<file path="config.mk">
export PLATFORM = sky130hd
export DESIGN_NAME = digit_entry
export DESIGN_NICKNAME = d
export VERILOG_FILES = /design/src/rtl/digit_entry.sv
export SDC_FILE = /design/constraint.sdc
export NUM_CORES = 1
export LEC_CHECK = 0
export CORE_ASPECT_RATIO = 1.2
export CORE_MARGIN = 2
export CORE_UTILIZATION = 60
export CTS_CLUSTER_SIZE = 14
export DETAILED_ROUTE_END_ITERATION = 7
export DONT_BUFFER_PORTS = 1
export PLACE_DENSITY = 0.74
export SLEW_MARGIN = 20
export SYNTH_ARGS = -nofsm -noshare
export SYNTH_HDL_FRONTEND = slang
export SYNTH_SLANG_ARGS = --single-unit
</file>
<file path="constraint.sdc">
create_clock -name CLOCK_50 -period 6.2 [get_ports CLOCK_50]
set_input_delay 1.24 -clock CLOCK_50 [delete_from_list [all_inputs] [get_ports CLOCK_50]]
set_output_delay 1.24 -clock CLOCK_50 [all_outputs]
set_load 0.01 [all_outputs]
</file>
<file path="src/rtl/digit_entry.sv">
// Key/switch front end for the combination lock: synchronises and debounces the
// push button, then emits one clean digit strobe per press with sequence tracking.
module digit_entry #(
  parameter int DEBOUNCE_CYCLES = 500000,
  parameter int TIMEOUT_CYCLES  = 250000000,
  parameter int DIGIT_W         = 4,
  parameter int SEQ_LEN         = 4
) (
  input  logic               CLOCK_50,
  input  logic               reset,
  input  logic               key_n,
  input  logic [DIGIT_W-1:0] sw,
  output logic [DIGIT_W-1:0] digit,
  output logic               digit_valid,
  output logic [1:0]         digit_index,
  output logic               seq_done,
  output logic               abort,
  output logic               busy,
  output logic               key_level
);

  localparam int DB_W = $clog2(DEBOUNCE_CYCLES + 1);
  localparam int TM_W = $clog2(TIMEOUT_CYCLES);
  localparam logic [DB_W-1:0] DB_LAST  = DB_W'(DEBOUNCE_CYCLES - 1);
  localparam logic [TM_W-1:0] TM_LAST  = TM_W'(TIMEOUT_CYCLES - 1);
  localparam logic [1:0]      IDX_LAST = 2'(SEQ_LEN - 1);

  typedef enum logic {IDLE, ENTRY} state_t;

  logic               key_n_p0, key_n_p1;
  logic [DIGIT_W-1:0] sw_p0, sw_p1;
  logic [DB_W-1:0]    db_cnt;
  logic               key_pressed;
  logic               press;

  state_t             state, state_nx;
  logic [1:0]         cnt, cnt_nx;
  logic [TM_W-1:0]    timer, timer_nx;
  logic [DIGIT_W-1:0] digit_nx;
  logic [1:0]         index_nx;
  logic               vld_nx, seq_done_nx, abort_nx, busy_nx;

  // Stage p0/p1: two-flop synchroniser, idle values are key released, switches 0
  always_ff @(posedge CLOCK_50) begin
    if (reset) begin
      key_n_p0 <= 1'b1;
      key_n_p1 <= 1'b1;
      sw_p0    <= '0;
      sw_p1    <= '0;
    end else begin
      key_n_p0 <= key_n;
      key_n_p1 <= key_n_p0;
      sw_p0    <= sw;
      sw_p1    <= sw_p0;
    end
  end

  assign key_pressed = ~key_n_p1;
  // A press is the debounced level about to go 0->1 on this edge
  assign press = key_pressed & ~key_level & (db_cnt == DB_LAST);

  // Debounce stage: level follows the synced key after DEBOUNCE_CYCLES differing cycles
  always_ff @(posedge CLOCK_50) begin
    if (reset) begin
      key_level <= 1'b0;
      db_cnt    <= '0;
    end else if (key_pressed != key_level) begin
      if (db_cnt == DB_LAST) begin
        key_level <= ~key_level;
        db_cnt    <= '0;
      end else begin
        db_cnt <= db_cnt + DB_W'(1);
      end
    end else begin
      db_cnt <= '0;
    end
  end

  // Sequence stage: registered strobes and progress tracking
  always_ff @(posedge CLOCK_50) begin
    if (reset) begin
      state       <= IDLE;
      cnt         <= '0;
      timer       <= '0;
      digit       <= '0;
      digit_index <= '0;
      digit_valid <= 1'b0;
      seq_done    <= 1'b0;
      abort       <= 1'b0;
      busy        <= 1'b0;
    end else begin
      state       <= state_nx;
      cnt         <= cnt_nx;
      timer       <= timer_nx;
      digit       <= digit_nx;
      digit_index <= index_nx;
      digit_valid <= vld_nx;
      seq_done    <= seq_done_nx;
      abort       <= abort_nx;
      busy        <= busy_nx;
    end
  end

  always_comb begin
    state_nx    = state;
    cnt_nx      = cnt;
    timer_nx    = timer;
    digit_nx    = digit;
    index_nx    = digit_index;
    vld_nx      = 1'b0;
    seq_done_nx = 1'b0;
    abort_nx    = 1'b0;
    if (press) begin
      digit_nx = sw_p1;
      vld_nx   = 1'b1;
    end
    case (state)
      IDLE: begin
        if (press) begin
          index_nx = 2'd0;
          if (SEQ_LEN == 1) begin
            seq_done_nx = 1'b1;
          end else begin
            cnt_nx   = 2'd1;
            timer_nx = '0;
            state_nx = ENTRY;
          end
        end
      end
      ENTRY: begin
        // A press on the timeout cycle wins and restarts the timer
        if (press) begin
          index_nx = cnt;
          timer_nx = '0;
          if (cnt == IDX_LAST) begin
            seq_done_nx = 1'b1;
            cnt_nx      = 2'd0;
            state_nx    = IDLE;
          end else begin
            cnt_nx = cnt + 2'd1;
          end
        end else if (timer == TM_LAST) begin
          abort_nx = 1'b1;
          cnt_nx   = 2'd0;
          timer_nx = '0;
          state_nx = IDLE;
        end else begin
          timer_nx = timer + TM_W'(1);
        end
      end
      default: state_nx = IDLE;
    endcase
    busy_nx = (state_nx == ENTRY);
  end

endmodule

</file>
=== Word level (Yosys, flattened, before mapping) ===
Cells that the tools add are included.

* Equality and inequality tests: 7
* $add $sub $neg: 3
* Muxes and demuxes: 19
* Reductions and logical operators: 6
* Bitwise gates (word level): 7

{| class="wikitable"
|+ Operators by type and width
! operator !! count
|-
| 28-bit two-way mux || 3
|-
| 28-bit case mux with 2 select lines || 1
|-
| 28-bit by 1-bit adder with 28-bit output (second input constant) || 1
|-
| 28-bit == test (second input constant) || 1
|-
| 19-bit by 1-bit adder with 19-bit output (second input constant) || 1
|-
| 19-bit == test (second input constant) || 1
|-
| 2-bit two-way mux || 6
|-
| 3-bit OR reduction || 3
|-
| 2-bit case mux with 2 select lines || 2
|-
| 1-bit two-way mux || 6
|-
| 2-bit AND reduction || 3
|-
| 1-bit inverter || 5
|-
| 2-bit != test (second input constant) || 2
|-
| 3-bit by 2-bit != test with 1-bit output (second input constant) || 1
|-
| 2-bit by 1-bit adder with 2-bit output (second input constant) || 1
|-
| 1-bit bitwise AND || 2
|-
| 2-bit == test (second input constant) || 1
|-
| 1-bit case mux with 2 select lines || 1
|-
| 1-bit != test || 1
|}

* Word-level logic and storage cells: 56
* Input bits: 7
* Bits in registers: 70
* Output and inout bits: 11

=== Longest topological paths before layout ===
Gate-level depths: netlist (run 1).

* Depth in word-level cells: 5
* Gate-level depth with buffers: 7

=== Least setup slack after synthesis (run 1) ===
Ideal clock, no wire load.

* Path type: input to register
* From: input port reset
* To: register timer[18]
* Setup time: 0.132 ns
* Cell stages on the path: 4
* Slack: 4.041 ns
* Data required time: 6.068 ns
* Data arrival time: 2.028 ns
* Cells stage by stage: o21bai_1 > clkbuf_1 > buf_1 > nor3_1

{| class="wikitable"
|+ RTL lines
! element !! RTL line !! source
|-
| start: declaration || 10 || <nowiki>input logic reset,</nowiki>
|-
| end signal: assignment || 94 || <nowiki>timer <= timer_nx;</nowiki>
|-
| end: declaration || 38 || <nowiki>logic [TM_W-1:0] timer, timer_nx;</nowiki>
|}

=== Worst setup path after layout (run 1) ===
* From: register timer[12]
* To: register timer[20]

* Cells in the longest elaborated chain, start to end: 4
* Elaborated cells on any way between the ends: 5

{| class="wikitable"
|+ RTL lines
! element !! RTL line !! source
|-
| 28-bit by 1-bit adder with 28-bit output / 28-bit == test (equally long branches) || 148, 142 ||
|-
| 28-bit two-way mux * || 142 || <nowiki>end else if (timer == TM_LAST) begin</nowiki>
|-
| 28-bit two-way mux * || 132 || <nowiki>if (press) begin</nowiki>
|-
| 28-bit case mux with 2 select lines * || 117 || <nowiki>case (state)</nowiki>
|}

Every way passes the cells marked *; elsewhere a longest branch is shown, timed or not.
A chain may end at the register's enable or synchronous reset.

==> results of run 1 <==
-- kinds of logic after synthesis --
family | count (synthesis)
mux | 1
xor+xnor | 24
compound gates | 59
flops | 70
fa+ha+maj | 4
simple gates | 199
buf+inv | 20
-- cells in the final DEF (no fill, tap or decap), drive strengths merged, types with 2 or more instances in the layout --
cell type | synthesis | layout
a21o | 3 | 3
or4 | 4 | 4
inv | 6 | 7
nor4b | 4 | 4
a31oi | 3 | 3
o211ai | 3 | 3
clkbuf | 10 | 10
o21bai | 2 | 2
and3 | 6 | 6
nor2 | 40 | 40
or2 | 2 | 2
xor2 | 16 | 16
nand3 | 23 | 23
and4 | 12 | 12
clkinv | 0 | 2
xnor2 | 8 | 8
buf | 4 | 3
o21ai | 10 | 10
or3 | 6 | 6
nor3 | 13 | 13
a31o | 5 | 5
and4b | 2 | 2
nand2 | 42 | 42
bufinv | 0 | 2
and2 | 3 | 3
nor4bb | 2 | 2
nor4 | 10 | 10
nor2b | 10 | 10
dfxtp | 70 | 70
ha | 4 | 4
a21oi | 27 | 27
nand4 | 17 | 17
nor3b | 2 | 2
-- registers in the layout, summed over array words and instances (netlist names), 2 cells and up --
register,cells
cnt,2
digit_index,2
digit,4
sw_p0,4
timer,28
sw_p1,4
db_cnt,19
-- path summary, 6_finish.rpt --
| check | end | slack (ns) |
|---|---|---|
| setup / recovery | timer[20] | 3.78 |
| hold / removal | key_n_p1 | 0.41 |
| setup reg to reg | timer[20] | 3.78 |
| hold reg to reg | key_n_p1 | 0.41 |
-- power breakdown --
group	switching (mW)	leakage (nW)	total, mW	internal, mW
Sequential	0.000784	0.566	0.453	0.452
Combinational	0.00596	0.443	0.00933	0.00337
Clock	0.175	0.107	0.405	0.229
Total	0.182	1.12	0.867	0.685
-- routing by layer --
metal	vias up	share of wire	global-route usage	routed length [um]
met3	19	0.050	0.0616	349
met4	0	0.029	0.146	198
li1	1367	-	-	-
met2	76	0.51	0.425	3520
met1	1306	0.41	0.269	2860
met5	-	0	0	0
-- worst max-delay path, cell delays in order (launching register included) --
cell                      delay, ns
sky130_fd_sc_hd__dfxtp_1       0.47
sky130_fd_sc_hd__nand2_1       0.12
sky130_fd_sc_hd__nor3_1        0.85
sky130_fd_sc_hd__nand2_1       0.24
sky130_fd_sc_hd__or4_1         0.52
sky130_fd_sc_hd__a21oi_1       0.14
-- stage by stage --
stage / util / cell area (um2)
2_1_floorplan: - / 3200
4_1_cts: 0.665 / 3470
3_3_place_gp: 0.622 / 3250
6_report: 0.665 / 3470
5_1_grt: 0.665 / 3470
3_5_place_dp: 0.622 / 3250
-- cell type report --
type	count	area (um2)
fill	445	1750
multi-input combinational	287	1730
sequential	70	1400
clock buffer	10	128
clock inverter	6	93.8
tap	62	77.6
timing repair buffer	3	22.5
inverter	6	22.5
==> tab_implementation.tex, run 1 <==
\begin{tabular}{lr}
\hline
Metric & Value \\
\hline
\multicolumn{2}{l}{\textbf{Outcome}} \\
\quad Run status & finished clean \\
\multicolumn{2}{l}{\textbf{Global route}} \\
\quad First-pass GRT wire length & roughly 12 mm \\
\quad Maximum number of pins on one net before global-route repair & 34 \\
\quad Via count of the first global-routing pass & 2,707 \\
\quad Total global routing track utilization & 0.247 \\
\quad Remaining Overflow, GRT & 0 \\
\quad Initial antenna violation count & 0 \\
\multicolumn{2}{l}{\textbf{Floorplanning}} \\
\quad Horizontal extent of the die & 70.7 um \\
\quad Overall die area & 5940 um2 \\
\quad Core Box Area & 5230 um2 \\
\quad Height of the die & 84.0 um \\
\quad Ports placed on the boundary & 18 \\
\quad Site Rows & 29 \\
\quad Initial cell density of the core & 0.613 \\
\multicolumn{2}{l}{\textbf{STA}} \\
\quad Worst slack on hold paths & approximately 0.41 ns \\
\quad Worst slew margin relative to its limit & 0.307 \\
\quad Pin slew with the least headroom to its limit & approximately 1.0 ns \\
\quad Final Hold Fails & 0 \\
\quad Setup violations, final & 0 \\
\quad Min Clock Period, post-route & around 2.4 ns \\
\quad Unrepaired setup endpoints after global routing & false \\
\quad Final clock period utilization by the worst path & 0.391 \\
\quad Number of max-slew violations in the final report & 0 \\
\quad Worst-case clock skew & slightly below 0.01 ns \\
\quad Final worst setup slack & 3.78 ns \\
\quad Max Clock Freq & 412 MHz \\
\quad Sum Neg Setup Slack & 0 ns \\
\multicolumn{2}{l}{\textbf{Clock tree}} \\
\quad CTS max path bufs & 2 \\
\quad CTS Hold Buffers Added & 0 \\
\quad Library cell used as clock root buffer & sky130\_fd\_sc\_hd\_\_clkbuf\_8 \\
\quad Total number of clock tree sinks & 70 \\
\quad Post-CTS resize count & 0 \\
\quad Clock latency on the worst-skew pair & 0.35 ns \\
\quad Cts bufs inserted & 9 \\
\quad TritonCTS clock tree & done \\
\quad Clock edge transition at the registers on the reported setup and hold paths & 0.07 ns \\
\quad Post-CTS Setup Repair Bufs & 0 \\
\quad Depth of the CTS H-tree & 3 \\
\multicolumn{2}{l}{\textbf{Synthesis}} \\
\quad Yosys warns & 0 \\
\quad Biggest area contributors in the synthesized netlist & sky130\_fd\_sc\_hd\_\_dfxtp\_1, sky130\_fd\_sc\_hd\_\_nand2\_1, sky130\_fd\_sc\_hd\_\_nor2\_1, sky130\_fd\_sc\_hd\_\_xor2\_1, sky130\_fd\_sc\_hd\_\_a21oi\_1 \\
\quad Share of the yosys chip area belonging to registers & 0.438 \\
\quad Mean cell area of the mapped netlist & 8.50 um2 \\
\quad Predominant post-synthesis flop cell & sky130\_fd\_sc\_hd\_\_dfxtp\_1 \\
\quad Number of enable-type register cells in the synthesized netlist & 0 \\
\quad Simple-gate area share of the yosys netlist & 0.339 \\
\quad Netlist area before placement & about 3200 um2 \\
\quad Cell with the most instances after synthesis & sky130\_fd\_sc\_hd\_\_dfxtp\_1 \\
\quad Post-synthesis cell count & between 300 and 400 \\
\quad Multiplexer area fraction after synthesis & 0.00352 \\
\quad Cell taking the most area after synthesis & sky130\_fd\_sc\_hd\_\_dfxtp\_1 \\
\quad Synthesized netlist net count & around 390 \\
\quad Unique masters post-synth & 43 \\
\quad Area share of the largest cell type after synthesis & 0.438 \\
\quad Complex-gate fraction of the synthesized area & 0.114 \\
\quad Area share of fa/ha/maj cells after synthesis & 0.0156 \\
\quad Share of flip-flops with an asynchronous set or reset after synthesis & 0 \\
\quad Commonest cells in the synthesized netlist & sky130\_fd\_sc\_hd\_\_dfxtp\_1, sky130\_fd\_sc\_hd\_\_nand2\_1, sky130\_fd\_sc\_hd\_\_nor2\_1 \\
\quad Combinational family with the most area after synthesis & simple AND/OR/NAND/NOR gates \\
\quad Area share of xor/xnor cells in the synthesized design & 0.0656 \\
\quad Synth Register Bits & 70 \\
\multicolumn{2}{l}{\textbf{Detailed routing}} \\
\quad Number of DRC violations after detailed-routing iteration 0 & 264 \\
\quad Number of optimization iterations in the first detailed-route pass & 4 \\
\quad Detailed-route vias per instance & between 6 and 7 \\
\quad Vias after detailed routing & 2,768 \\
\quad Remaining routing DRC violations & 0 \\
\quad Final Routed Wirelength & 6.92 mm \\
\quad Post-detailed-route count of antenna-violating nets & 0 \\
\quad WL/cell & around 16 um \\
\multicolumn{2}{l}{\textbf{Worst setup path}} \\
\quad Critical path startpoint category & register \\
\quad Crit path from & timer[12] \\
\quad Critical Path Sink Type & register \\
\quad Class of the most critical setup path & reg2reg \\
\quad Maximum fanout along the worst path & 9 \\
\quad Crit path DAT & 2.70 ns \\
\quad Required time at the endpoint of the critical path & 6.48 ns \\
\quad Launch instance of the worst register-to-register path & timer[12] \\
\quad R2R cell count & 5 \\
\multicolumn{2}{l}{\textbf{Cells and area}} \\
\quad Diodes inserted & 0 \\
\quad Fraction of final layout cells with drive strength greater than 1 & 0.0864 \\
\quad Final Non-Filler Cells & $\sim$440 \\
\quad NumNets Final & 388 \\
\quad Area growth from synthesis to layout & 8.44\% \\
\multicolumn{2}{l}{\textbf{Place}} \\
\quad Post-placement cell count & 428 \\
\quad Detailed placer's ending HPWL & around 4.6 mm \\
\quad Worst setup timing slack at the placement stage & 3.82 ns \\
\quad Number of I/O port buffers & 0 \\
\quad Final weighted congestion in routability-driven placement & 0.909 \\
\multicolumn{2}{l}{\textbf{Worst hold path}} \\
\quad Number of instances on the worst hold path & 1 \\
\quad Worst min-delay path startpoint & key\_n\_p0 \\
\quad Hold crit path type & reg2reg \\
\multicolumn{2}{l}{\textbf{Power}} \\
\quad Leakage dissipation & between 1 and 1.5 nW \\
\quad Cell area power density & 250 nW/um2 \\
\quad Power Total & 0.867 mW \\
\quad VDD IR-drop max & 0.218 mV \\
\multicolumn{2}{l}{\textbf{Run}} \\
\quad \# Max-Cap Violations & 0 \\
\hline
\end{tabular}
Note: power is estimated with default switching activity, not from simulation.
==> run 2: changes to the inputs <==
--- a/config.mk
+++ b/config.mk
@@ -7,11 +7,11 @@
 export LEC_CHECK = 0
 export CORE_ASPECT_RATIO = 1.2
 export CORE_MARGIN = 2
-export CORE_UTILIZATION = 60
+export CORE_UTILIZATION = 56
 export CTS_CLUSTER_SIZE = 14
 export DETAILED_ROUTE_END_ITERATION = 7
 export DONT_BUFFER_PORTS = 1
-export PLACE_DENSITY = 0.74
+export PLACE_DENSITY = 0.72
 export SLEW_MARGIN = 20
 export SYNTH_ARGS = -nofsm -noshare
 export SYNTH_HDL_FRONTEND = slang
==> constraint.sdc (replaced) <==
create_clock -name CLOCK_50 -period 2 [get_ports CLOCK_50]
set_input_delay 0.4 -clock CLOCK_50 [delete_from_list [all_inputs] [get_ports CLOCK_50]]
set_output_delay 0.4 -clock CLOCK_50 [all_outputs]
set_load 0.01 [all_outputs]
==> tab_implementation.tex, run 2 (synthesis gave the netlist of run 1 again) <==
\begin{tabular}{lr}
\hline
Metric & Value \\
\hline
\multicolumn{2}{l}{\textbf{Cells and area}} \\
\quad Fraction of final layout cells with drive strength greater than 1 & 0.197 (was 0.0864) \\
\quad Diodes inserted & 0 (unchanged) \\
\quad Most common cell after layout, fill and taps aside & sky130\_fd\_sc\_hd\_\_dfxtp\_1 (unchanged) \\
\quad Number of flip-flops in the largest register & 28 (unchanged) \\
\quad Core utilization of the finished layout & 0.681 (was 0.665) \\
\quad NumNets Final & 427 (was 388) \\
\quad Area growth from synthesis to layout & 18.8\% (was 8.44\%) \\
\quad Registers with the most flip-flops & timer: 28 flops, db\_cnt: 19 flops (unchanged) \\
\quad Leading cell types in the layout, fill and taps excluded & sky130\_fd\_sc\_hd\_\_dfxtp\_1, sky130\_fd\_sc\_hd\_\_nand2\_1, sky130\_fd\_sc\_hd\_\_buf\_4 (was sky130\_fd\_sc\_hd\_\_dfxtp\_1, sky130\_fd\_sc\_hd\_\_nand2\_1, sky130\_fd\_sc\_hd\_\_nor2\_1) \\
\quad Register with the highest flop count & timer (unchanged) \\
\multicolumn{2}{l}{\textbf{Power}} \\
\quad Power Total & 2.72 mW (was 0.867 mW) \\
\quad Cell area power density & 713 nW/um2 (was 250 nW/um2) \\
\quad VDD IR-drop max & 0.830 mV (was 0.218 mV) \\
\quad Leakage dissipation & 1.32 nW (was 1.12 nW) \\
\multicolumn{2}{l}{\textbf{Detailed routing}} \\
\quad Number of optimization iterations in the first detailed-route pass & 5 (was 4) \\
\quad Detailed-route vias per instance & 6.00 (was 6.23) \\
\quad Number of DRC violations after detailed-routing iteration 0 & 254 (was 264) \\
\quad Final Routed Wirelength & 7.41 mm (was 6.92 mm) \\
\quad Post-detailed-route count of antenna-violating nets & 0 (unchanged) \\
\quad Vias after detailed routing & 2,908 (was 2,768) \\
\quad WL/cell & 15.3 um (was 15.6 um) \\
\quad Remaining routing DRC violations & 0 (unchanged) \\
\multicolumn{2}{l}{\textbf{Clock tree}} \\
\quad Library cell used as clock root buffer & sky130\_fd\_sc\_hd\_\_clkbuf\_8 (unchanged) \\
\quad Total number of clock tree sinks & 70 (unchanged) \\
\quad Clock edge transition at the registers on the reported setup and hold paths & 0.08 ns (was 0.07 ns) \\
\quad Cts bufs inserted & 9 (unchanged) \\
\quad CTS max path bufs & 2 (unchanged) \\
\quad Depth of the CTS H-tree & 3 (unchanged) \\
\quad TritonCTS clock tree & done (unchanged) \\
\quad Clock latency on the worst-skew pair & 0.35 ns (about the same) \\
\multicolumn{2}{l}{\textbf{Run}} \\
\quad \# Max-Cap Violations & 0 (unchanged) \\
\multicolumn{2}{l}{\textbf{STA}} \\
\quad Setup violations, final & 0 (unchanged) \\
\quad Final clock period utilization by the worst path & 0.959 (was 0.391) \\
\quad Min Clock Period, post-route & 1.92 ns (was 2.42 ns) \\
\quad Worst slew margin relative to its limit & 0.687 (was 0.307) \\
\quad Worst slack on hold paths & 0.106 ns (was 0.408 ns) \\
\quad Number of max-slew violations in the final report & 0 (unchanged) \\
\quad Sum Neg Setup Slack & 0 ns (unchanged) \\
\quad Final Hold Fails & 0 (unchanged) \\
\quad Unrepaired setup endpoints after global routing & false (unchanged) \\
\quad Pin slew with the least headroom to its limit & 0.463 ns (was 1.03 ns) \\
\quad Max Clock Freq & 522 MHz (was 412 MHz) \\
\quad Worst-case clock skew & 0.00967 ns (was 0.00963 ns) \\
\multicolumn{2}{l}{\textbf{Outcome}} \\
\quad Run status & finished clean (unchanged) \\
\multicolumn{2}{l}{\textbf{Place}} \\
\quad Final weighted congestion in routability-driven placement & 0.877 (was 0.909) \\
\quad Number of I/O port buffers & 0 (unchanged) \\
\quad Detailed placer's ending HPWL & 5.15 mm (was 4.64 mm) \\
\multicolumn{2}{l}{\textbf{Global route}} \\
\quad Initial antenna violation count & 0 (unchanged) \\
\quad Via count of the first global-routing pass & 2,721 (was 2,707) \\
\quad Total global routing track utilization & 0.254 (was 0.247) \\
\quad Remaining Overflow, GRT & 0 (unchanged) \\
\quad Maximum number of pins on one net before global-route repair & 29 (was 34) \\
\quad First-pass GRT wire length & 12.4 mm (was 11.7 mm) \\
\multicolumn{2}{l}{\textbf{Floorplanning}} \\
\quad Site Rows & 30 (was 29) \\
\quad Height of the die & 86.8 um (was 84.0 um) \\
\quad Core Box Area & 5590 um2 (was 5230 um2) \\
\quad Overall die area & 6340 um2 (was 5940 um2) \\
\quad Initial cell density of the core & 0.573 (was 0.613) \\
\quad Ports placed on the boundary & 18 (unchanged) \\
\quad Horizontal extent of the die & 73.0 um (was 70.7 um) \\
\multicolumn{2}{l}{\textbf{Worst setup path}} \\
\quad Class of the most critical setup path & reg2reg (unchanged) \\
\quad Crit path DAT & 2.21 ns (was 2.70 ns) \\
\quad Required time at the endpoint of the critical path & 2.29 ns (was 6.48 ns) \\
\quad Maximum fanout along the worst path & 4 (was 9) \\
\quad Critical path startpoint category & register (unchanged) \\
\quad Critical Path Sink Type & register (unchanged) \\
\multicolumn{2}{l}{\textbf{Worst hold path}} \\
\quad Hold crit path type & in2reg (was reg2reg) \\
\hline
\end{tabular}
run 2: changes by cell type in the layout (fill, tap and decap cells not counted), moves of 2 or more:
| cell | previous run | this run |
|---|---|---|
| sky130_fd_sc_hd__dfxtp_2 | 0 | 6 |
| sky130_fd_sc_hd__buf_4 | 3 | 41 |
| sky130_fd_sc_hd__clkinv_4 | 2 | 0 |
| sky130_fd_sc_hd__dfxtp_1 | 70 | 64 |
run 2: repair_timing:
item / in CTS / in global routing
setup endpoints to repair: 1 / 4
cloned: 0 / 0
setup buffers: 0 / 1
pin swaps: 0 / 2
hold buffers: 0 / 0
resized for setup: 1 / 3
run 2: critical path: stages (launching register included):
cell and delay (ns):
sky130_fd_sc_hd__dfxtp_2 0.32, sky130_fd_sc_hd__ha_2 0.18, sky130_fd_sc_hd__buf_4 0.13, sky130_fd_sc_hd__and4b_1 0.21, sky130_fd_sc_hd__nand4_1 0.10, sky130_fd_sc_hd__nor2_1 0.08, sky130_fd_sc_hd__buf_4 0.15, sky130_fd_sc_hd__or4_1 0.53
sky130_fd_sc_hd__a21oi_2 0.15
run 2: metal layers:
layer | up-vias | track usage | wire [um]
met5 | - | 0 | 0
met4 | 0 | 0.197 | 344
met3 | 31 | 0.0512 | 314
met2 | 87 | 0.407 | 3700
met1 | 1349 | 0.290 | 3050
li1 | 1441 | - | -
run 2: power breakdown:
part | internal (mW) | total (mW) | switching (mW) | leakage (nW)
Clock | 0.711 | 1.27 | 0.564 | 0.104
Sequential | 1.40 | 1.40 | 0.00242 | 0.569
Combinational | 0.0157 | 0.0358 | 0.0201 | 0.648
Total | 2.13 | 2.72 | 0.587 | 1.32
run 2: cell type report:
class / count / area, um2
Timing Repair Buffer: 42 / 328
Clock inverter: 6 / 92.6
Inverter: 6 / 22.5
Fill cell: 438 / 1790
Tap cell: 64 / 80.1
Clock buffer: 10 / 128
Sequential cell: 70 / 1410
Multi-Input combinational cell: 287 / 1750
run 2: final timing paths:
path / from / to / slack [ns] / depth (start not counted)
worst max-delay path: timer[1] / timer[20] / 0.08 / 8
worst min-delay path: reset / digit_index[1] / 0.11 / 1
worst max register to register: timer[1] / timer[20] / 0.08 / 8
worst min register to register: key_n_p0 / key_n_p1 / 0.42 / 1
run 2: per-stage QoR:
step | cell area, um2 | instances | setup slack (ns)
floorplan | 3220 | 377 | 0.00180
global placement | 3560 | 468 | 0.0177
detailed placement | 3560 | 468 | -0.00797
CTS | 3790 | 484 | 0.0647
global route | 3810 | 485 | 0.00276
finish | 3810 | 485 | 0.0830
==> run 3: changes to the inputs <==
--- a/config.mk
+++ b/config.mk
@@ -5,13 +5,15 @@
 export SDC_FILE = /design/constraint.sdc
 export NUM_CORES = 1
 export LEC_CHECK = 0
+export ABC_AREA = 1
 export CORE_ASPECT_RATIO = 1.2
 export CORE_MARGIN = 2
-export CORE_UTILIZATION = 56
+export CORE_UTILIZATION = 57
+export CTS_CLUSTER_DIAMETER = 50
 export CTS_CLUSTER_SIZE = 14
 export DETAILED_ROUTE_END_ITERATION = 7
 export DONT_BUFFER_PORTS = 1
-export PLACE_DENSITY = 0.72
+export PLACE_DENSITY = 0.73
 export SLEW_MARGIN = 20
 export SYNTH_ARGS = -nofsm -noshare
 export SYNTH_HDL_FRONTEND = slang
==> tab_implementation.tex, run 3 <==
\begin{tabular}{lr}
\hline
Metric & Value \\
\hline
\multicolumn{2}{l}{\textbf{Outcome}} \\
\quad Run status & finished clean (unchanged) \\
\multicolumn{2}{l}{\textbf{STA}} \\
\quad Min Clock Period, post-route & 1.79 ns (was 1.92 ns) \\
\quad Pin slew with the least headroom to its limit & 0.516 ns (was 0.463 ns) \\
\quad Max Clock Freq & 560 MHz (was 522 MHz) \\
\quad Final clock period utilization by the worst path & 0.893 (was 0.959) \\
\quad Final worst setup slack & 0.214 ns (was 0.0830 ns) \\
\quad Unrepaired setup endpoints after global routing & false (unchanged) \\
\quad Sum Neg Setup Slack & 0 ns (unchanged) \\
\quad Setup violations, final & 0 (unchanged) \\
\quad Final Hold Fails & 0 (unchanged) \\
\quad Number of max-slew violations in the final report & 0 (unchanged) \\
\quad Worst-case clock skew & 0.0146 ns (was 0.00967 ns) \\
\quad Worst slew margin relative to its limit & 0.655 (was 0.687) \\
\multicolumn{2}{l}{\textbf{Place}} \\
\quad Worst setup timing slack at the placement stage & 0.234 ns (was -0.00797 ns) \\
\quad Post-placement cell count & 641 (was 468) \\
\quad Instance area at placement & 3830 um2 (was 3560 um2) \\
\quad Final weighted congestion in routability-driven placement & 0.915 (was 0.877) \\
\quad Number of I/O port buffers & 0 (unchanged) \\
\quad Detailed placer's ending HPWL & 6.26 mm (was 5.15 mm) \\
\multicolumn{2}{l}{\textbf{Cells and area}} \\
\quad NumNets Final & 578 (was 427) \\
\quad Final Non-Filler Cells & 656 (was 485) \\
\quad Leading cell types in the layout, fill and taps excluded & sky130\_fd\_sc\_hd\_\_nand2\_1, sky130\_fd\_sc\_hd\_\_nor2\_1, sky130\_fd\_sc\_hd\_\_dfxtp\_1 (was sky130\_fd\_sc\_hd\_\_dfxtp\_1, sky130\_fd\_sc\_hd\_\_nand2\_1, sky130\_fd\_sc\_hd\_\_buf\_4) \\
\quad Most common cell after layout, fill and taps aside & sky130\_fd\_sc\_hd\_\_nand2\_1 (was sky130\_fd\_sc\_hd\_\_dfxtp\_1) \\
\quad Diodes inserted & 0 (unchanged) \\
\quad Register area & 1400 um2 (was 1410 um2) \\
\quad Combined area of the multi-input logic cells & 2000 um2 (was 1750 um2) \\
\quad Registers with the most flip-flops & timer: 28 flops, db\_cnt: 19 flops (unchanged) \\
\quad Final Instance Area & 4030 um2 (was 3810 um2) \\
\quad Area growth from synthesis to layout & 7.19\% (was 18.8\%) \\
\quad Layout filler cell count & 613 (was 438) \\
\quad Number of flip-flops in the largest register & 28 (unchanged) \\
\quad Fraction of final layout cells with drive strength greater than 1 & 0.114 (was 0.197) \\
\quad Register with the highest flop count & timer (unchanged) \\
\multicolumn{2}{l}{\textbf{Synthesis}} \\
\quad Commonest cells in the synthesized netlist & sky130\_fd\_sc\_hd\_\_nand2\_1, sky130\_fd\_sc\_hd\_\_nor2\_1, sky130\_fd\_sc\_hd\_\_dfxtp\_1 (was sky130\_fd\_sc\_hd\_\_dfxtp\_1, sky130\_fd\_sc\_hd\_\_nand2\_1, sky130\_fd\_sc\_hd\_\_nor2\_1) \\
\quad Unique masters post-synth & 36 (was 43) \\
\quad Cell with the most instances after synthesis & sky130\_fd\_sc\_hd\_\_nand2\_1 (was sky130\_fd\_sc\_hd\_\_dfxtp\_1) \\
\quad Number of enable-type register cells in the synthesized netlist & 0 (unchanged) \\
\quad Share of the yosys chip area belonging to registers & 0.373 (was 0.438) \\
\quad Netlist area before placement & 3760 um2 (was 3200 um2) \\
\quad Post-synthesis cell count & 563 (was 377) \\
\quad Area share of the largest cell type after synthesis & 0.373 (was 0.438) \\
\quad Synthesized netlist net count & 574 (was 388) \\
\quad Share of flip-flops with an asynchronous set or reset after synthesis & 0 (unchanged) \\
\quad Cell taking the most area after synthesis & sky130\_fd\_sc\_hd\_\_dfxtp\_1 (unchanged) \\
\quad Synth Register Bits & 70 (unchanged) \\
\quad Biggest area contributors in the synthesized netlist & sky130\_fd\_sc\_hd\_\_dfxtp\_1, sky130\_fd\_sc\_hd\_\_nand2\_1, sky130\_fd\_sc\_hd\_\_nor2\_1, sky130\_fd\_sc\_hd\_\_inv\_1, sky130\_fd\_sc\_hd\_\_xor2\_1 (was sky130\_fd\_sc\_hd\_\_dfxtp\_1, sky130\_fd\_sc\_hd\_\_nand2\_1, sky130\_fd\_sc\_hd\_\_nor2\_1, sky130\_fd\_sc\_hd\_\_xor2\_1, sky130\_fd\_sc\_hd\_\_a21oi\_1) \\
\quad Mean cell area of the mapped netlist & 6.68 um2 (was 8.50 um2) \\
\quad Yosys warns & 0 (unchanged) \\
\quad Predominant post-synthesis flop cell & sky130\_fd\_sc\_hd\_\_dfxtp\_1 (unchanged) \\
\multicolumn{2}{l}{\textbf{Detailed routing}} \\
\quad Post-detailed-route count of antenna-violating nets & 0 (unchanged) \\
\quad Final Routed Wirelength & 8.39 mm (was 7.41 mm) \\
\quad Remaining routing DRC violations & 0 (unchanged) \\
\quad Number of optimization iterations in the first detailed-route pass & 5 (unchanged) \\
\quad Detailed-route vias per instance & 5.19 (was 6.00) \\
\quad WL/cell & 12.8 um (was 15.3 um) \\
\quad Number of DRC violations after detailed-routing iteration 0 & 127 (was 254) \\
\quad Vias after detailed routing & 3,402 (was 2,908) \\
\multicolumn{2}{l}{\textbf{Worst setup path}} \\
\quad Class of the most critical setup path & reg2reg (unchanged) \\
\quad Crit path DAT & 2.03 ns (was 2.21 ns) \\
\quad Maximum fanout along the worst path & 11 (was 4) \\
\quad Cell-by-cell listing of the critical path & ha\_1 -> nand3\_2 -> nor2\_2 -> nand4\_4 -> nand2\_2 -> inv\_1 -> nand2\_1 -> a21oi\_1 (was ha\_2 -> buf\_4 -> and4b\_1 -> nand4\_1 -> nor2\_1 -> buf\_4 -> or4\_1 -> a21oi\_2) \\
\quad Critical path startpoint category & register (unchanged) \\
\quad Critical Path Sink Type & register (unchanged) \\
\quad Crit path largest cell delay & 0.37 ns (was 0.53 ns) \\
\quad Critical Path Slowest Stage Cell & sky130\_fd\_sc\_hd\_\_dfxtp\_1 (was sky130\_fd\_sc\_hd\_\_or4\_1) \\
\quad Required time at the endpoint of the critical path & 2.25 ns (was 2.29 ns) \\
\multicolumn{2}{l}{\textbf{Floorplanning}} \\
\quad Horizontal extent of the die & 78.1 um (was 73.0 um) \\
\quad Site Rows & 32 (was 30) \\
\quad Core Box Area & 6410 um2 (was 5590 um2) \\
\quad Overall die area & 7260 um2 (was 6340 um2) \\
\quad Height of the die & 93.0 um (was 86.8 um) \\
\quad Ports placed on the boundary & 18 (unchanged) \\
\quad Initial cell density of the core & 0.587 (was 0.573) \\
\multicolumn{2}{l}{\textbf{Clock tree}} \\
\quad CTS max path bufs & 2 (unchanged) \\
\quad Depth of the CTS H-tree & 3 (unchanged) \\
\quad Clock edge transition at the registers on the reported setup and hold paths & 0.08 ns (about the same) \\
\quad CTS Hold Buffers Added & 0 (unchanged) \\
\quad Clock latency on the worst-skew pair & 0.36 ns (was 0.35 ns) \\
\quad Cts bufs inserted & 9 (unchanged) \\
\quad Total number of clock tree sinks & 70 (unchanged) \\
\quad Post-CTS resize count & 0 (was 1) \\
\quad Post-CTS Setup Repair Bufs & 0 (unchanged) \\
\quad TritonCTS clock tree & done (unchanged) \\
\quad Library cell used as clock root buffer & sky130\_fd\_sc\_hd\_\_clkbuf\_8 (unchanged) \\
\multicolumn{2}{l}{\textbf{Worst hold path}} \\
\quad Hold crit path type & in2reg (unchanged) \\
\multicolumn{2}{l}{\textbf{Global route}} \\
\quad Remaining Overflow, GRT & 0 (unchanged) \\
\quad First-pass GRT wire length & 14.3 mm (was 12.4 mm) \\
\quad Maximum number of pins on one net before global-route repair & 36 (was 29) \\
\quad Total global routing track utilization & 0.248 (was 0.254) \\
\quad Initial antenna violation count & 0 (unchanged) \\
\quad Via count of the first global-routing pass & 3,228 (was 2,721) \\
\multicolumn{2}{l}{\textbf{Power}} \\
\quad Switching part of the total power & 0.234 (was 0.216) \\
\quad VDD IR-drop max & 0.559 mV (was 0.830 mV) \\
\quad Logic pwr share & 0.011 (was 0.013) \\
\quad Fraction of power consumed by the clock network & 0.448 (was 0.470) \\
\quad Internal power summed over all cells & 1.99 mW (was 2.13 mW) \\
\quad Switching power total & 0.609 mW (was 0.587 mW) \\
\quad Cell area power density & 645 nW/um2 (was 713 nW/um2) \\
\quad Leakage dissipation & 1.52 nW (was 1.32 nW) \\
\quad Power share of the sequential group & 0.540 (was 0.517) \\
\multicolumn{2}{l}{\textbf{Run}} \\
\quad \# Max-Cap Violations & 0 (unchanged) \\
\hline
\end{tabular}
[run 3: cell count changes after synthesis, sizes merged, moves of 6 or more]
cell   change
nor4       -7
and4      -12
nor2b     -10
nand3     +11
inv       +68
or3        -6
xnor2      -7
nand2     +92
o21ai     +13
nor2      +91
[run 3: final cells by class]
class	count	share of cell area
Multi-Input combinational cell	405	0.497
Sequential cell	70	0.348
Inverter	76	0.0714
Clock buffer	9	0.0307
Tap cell	85	0.0264
Clock inverter	6	0.0177
Timing Repair Buffer	5	0.00931
[run 3: kinds of logic after synthesis]
logic type	count (synthesis)	synth area share
AOI/OAI and AO/OA	50	0.0709
xor gates and xnor gates	19	0.0443
adders and majority gates	4	0.0133
buffers and inverters	88	0.0962
DFF	70	0.373
and+or+nand+nor	332	0.403
[run 3: path summary, 6_finish.rpt]
check	startpoint	endpoint	slack (ns)	depth (start not counted)
max	db_cnt[0]	timer[5]	0.21	8
min	reset	key_level	0.12	1
max reg2reg	db_cnt[0]	timer[5]	0.21	8
min reg2reg	sw_p0[0]	sw_p1[0]	0.40	2
[run 3: metrics by stage]
| step | util | hold WS (ns) | total power [mW] |
|---|---|---|---|
| detailed placement | 0.598 | 0.393 | 1.47 |
| global route | 0.629 | 0.0877 | 2.67 |
| CTS | 0.628 | 0.0954 | 2.62 |
| floorplan | - | 0.388 | 1.47 |
| finish | 0.629 | 0.116 | 2.60 |
| global placement | 0.598 | 0.390 | 1.47 |
[run 3: critical path, delay by kind of cell (launching register included)]
| family | cells | cell delay (ns) |
|---|---|---|
| AOI/OAI and AO/OA | 1 | 0.06 |
| adders and majority gates | 1 | 0.26 |
| buffers and inverters | 1 | 0.23 |
| DFF | 1 | 0.37 |
| and+or+nand+nor | 5 | 0.76 |
[run 3: power groups by stage]
stage | logic [mW] | clock network (mW) | registers [mW]
after floorplan | 0.0325 | 0 | 1.44
after global placement | 0.0287 | 0 | 1.44
after detailed placement | 0.0292 | 0 | 1.44
after CTS | 0.0294 | 1.19 | 1.41
after global routing | 0.0339 | 1.23 | 1.41
final | 0.0293 | 1.17 | 1.40
[run 3: routing by layer]
layer	vias up	share of wire	track usage	wire, um
li1	1772	-	-	-
met1	1546	0.42	0.278	3520
met2	70	0.52	0.433	4360
met3	14	0.042	0.0569	356
met4	0	0.019	0.137	161
met5	-	0	0	0
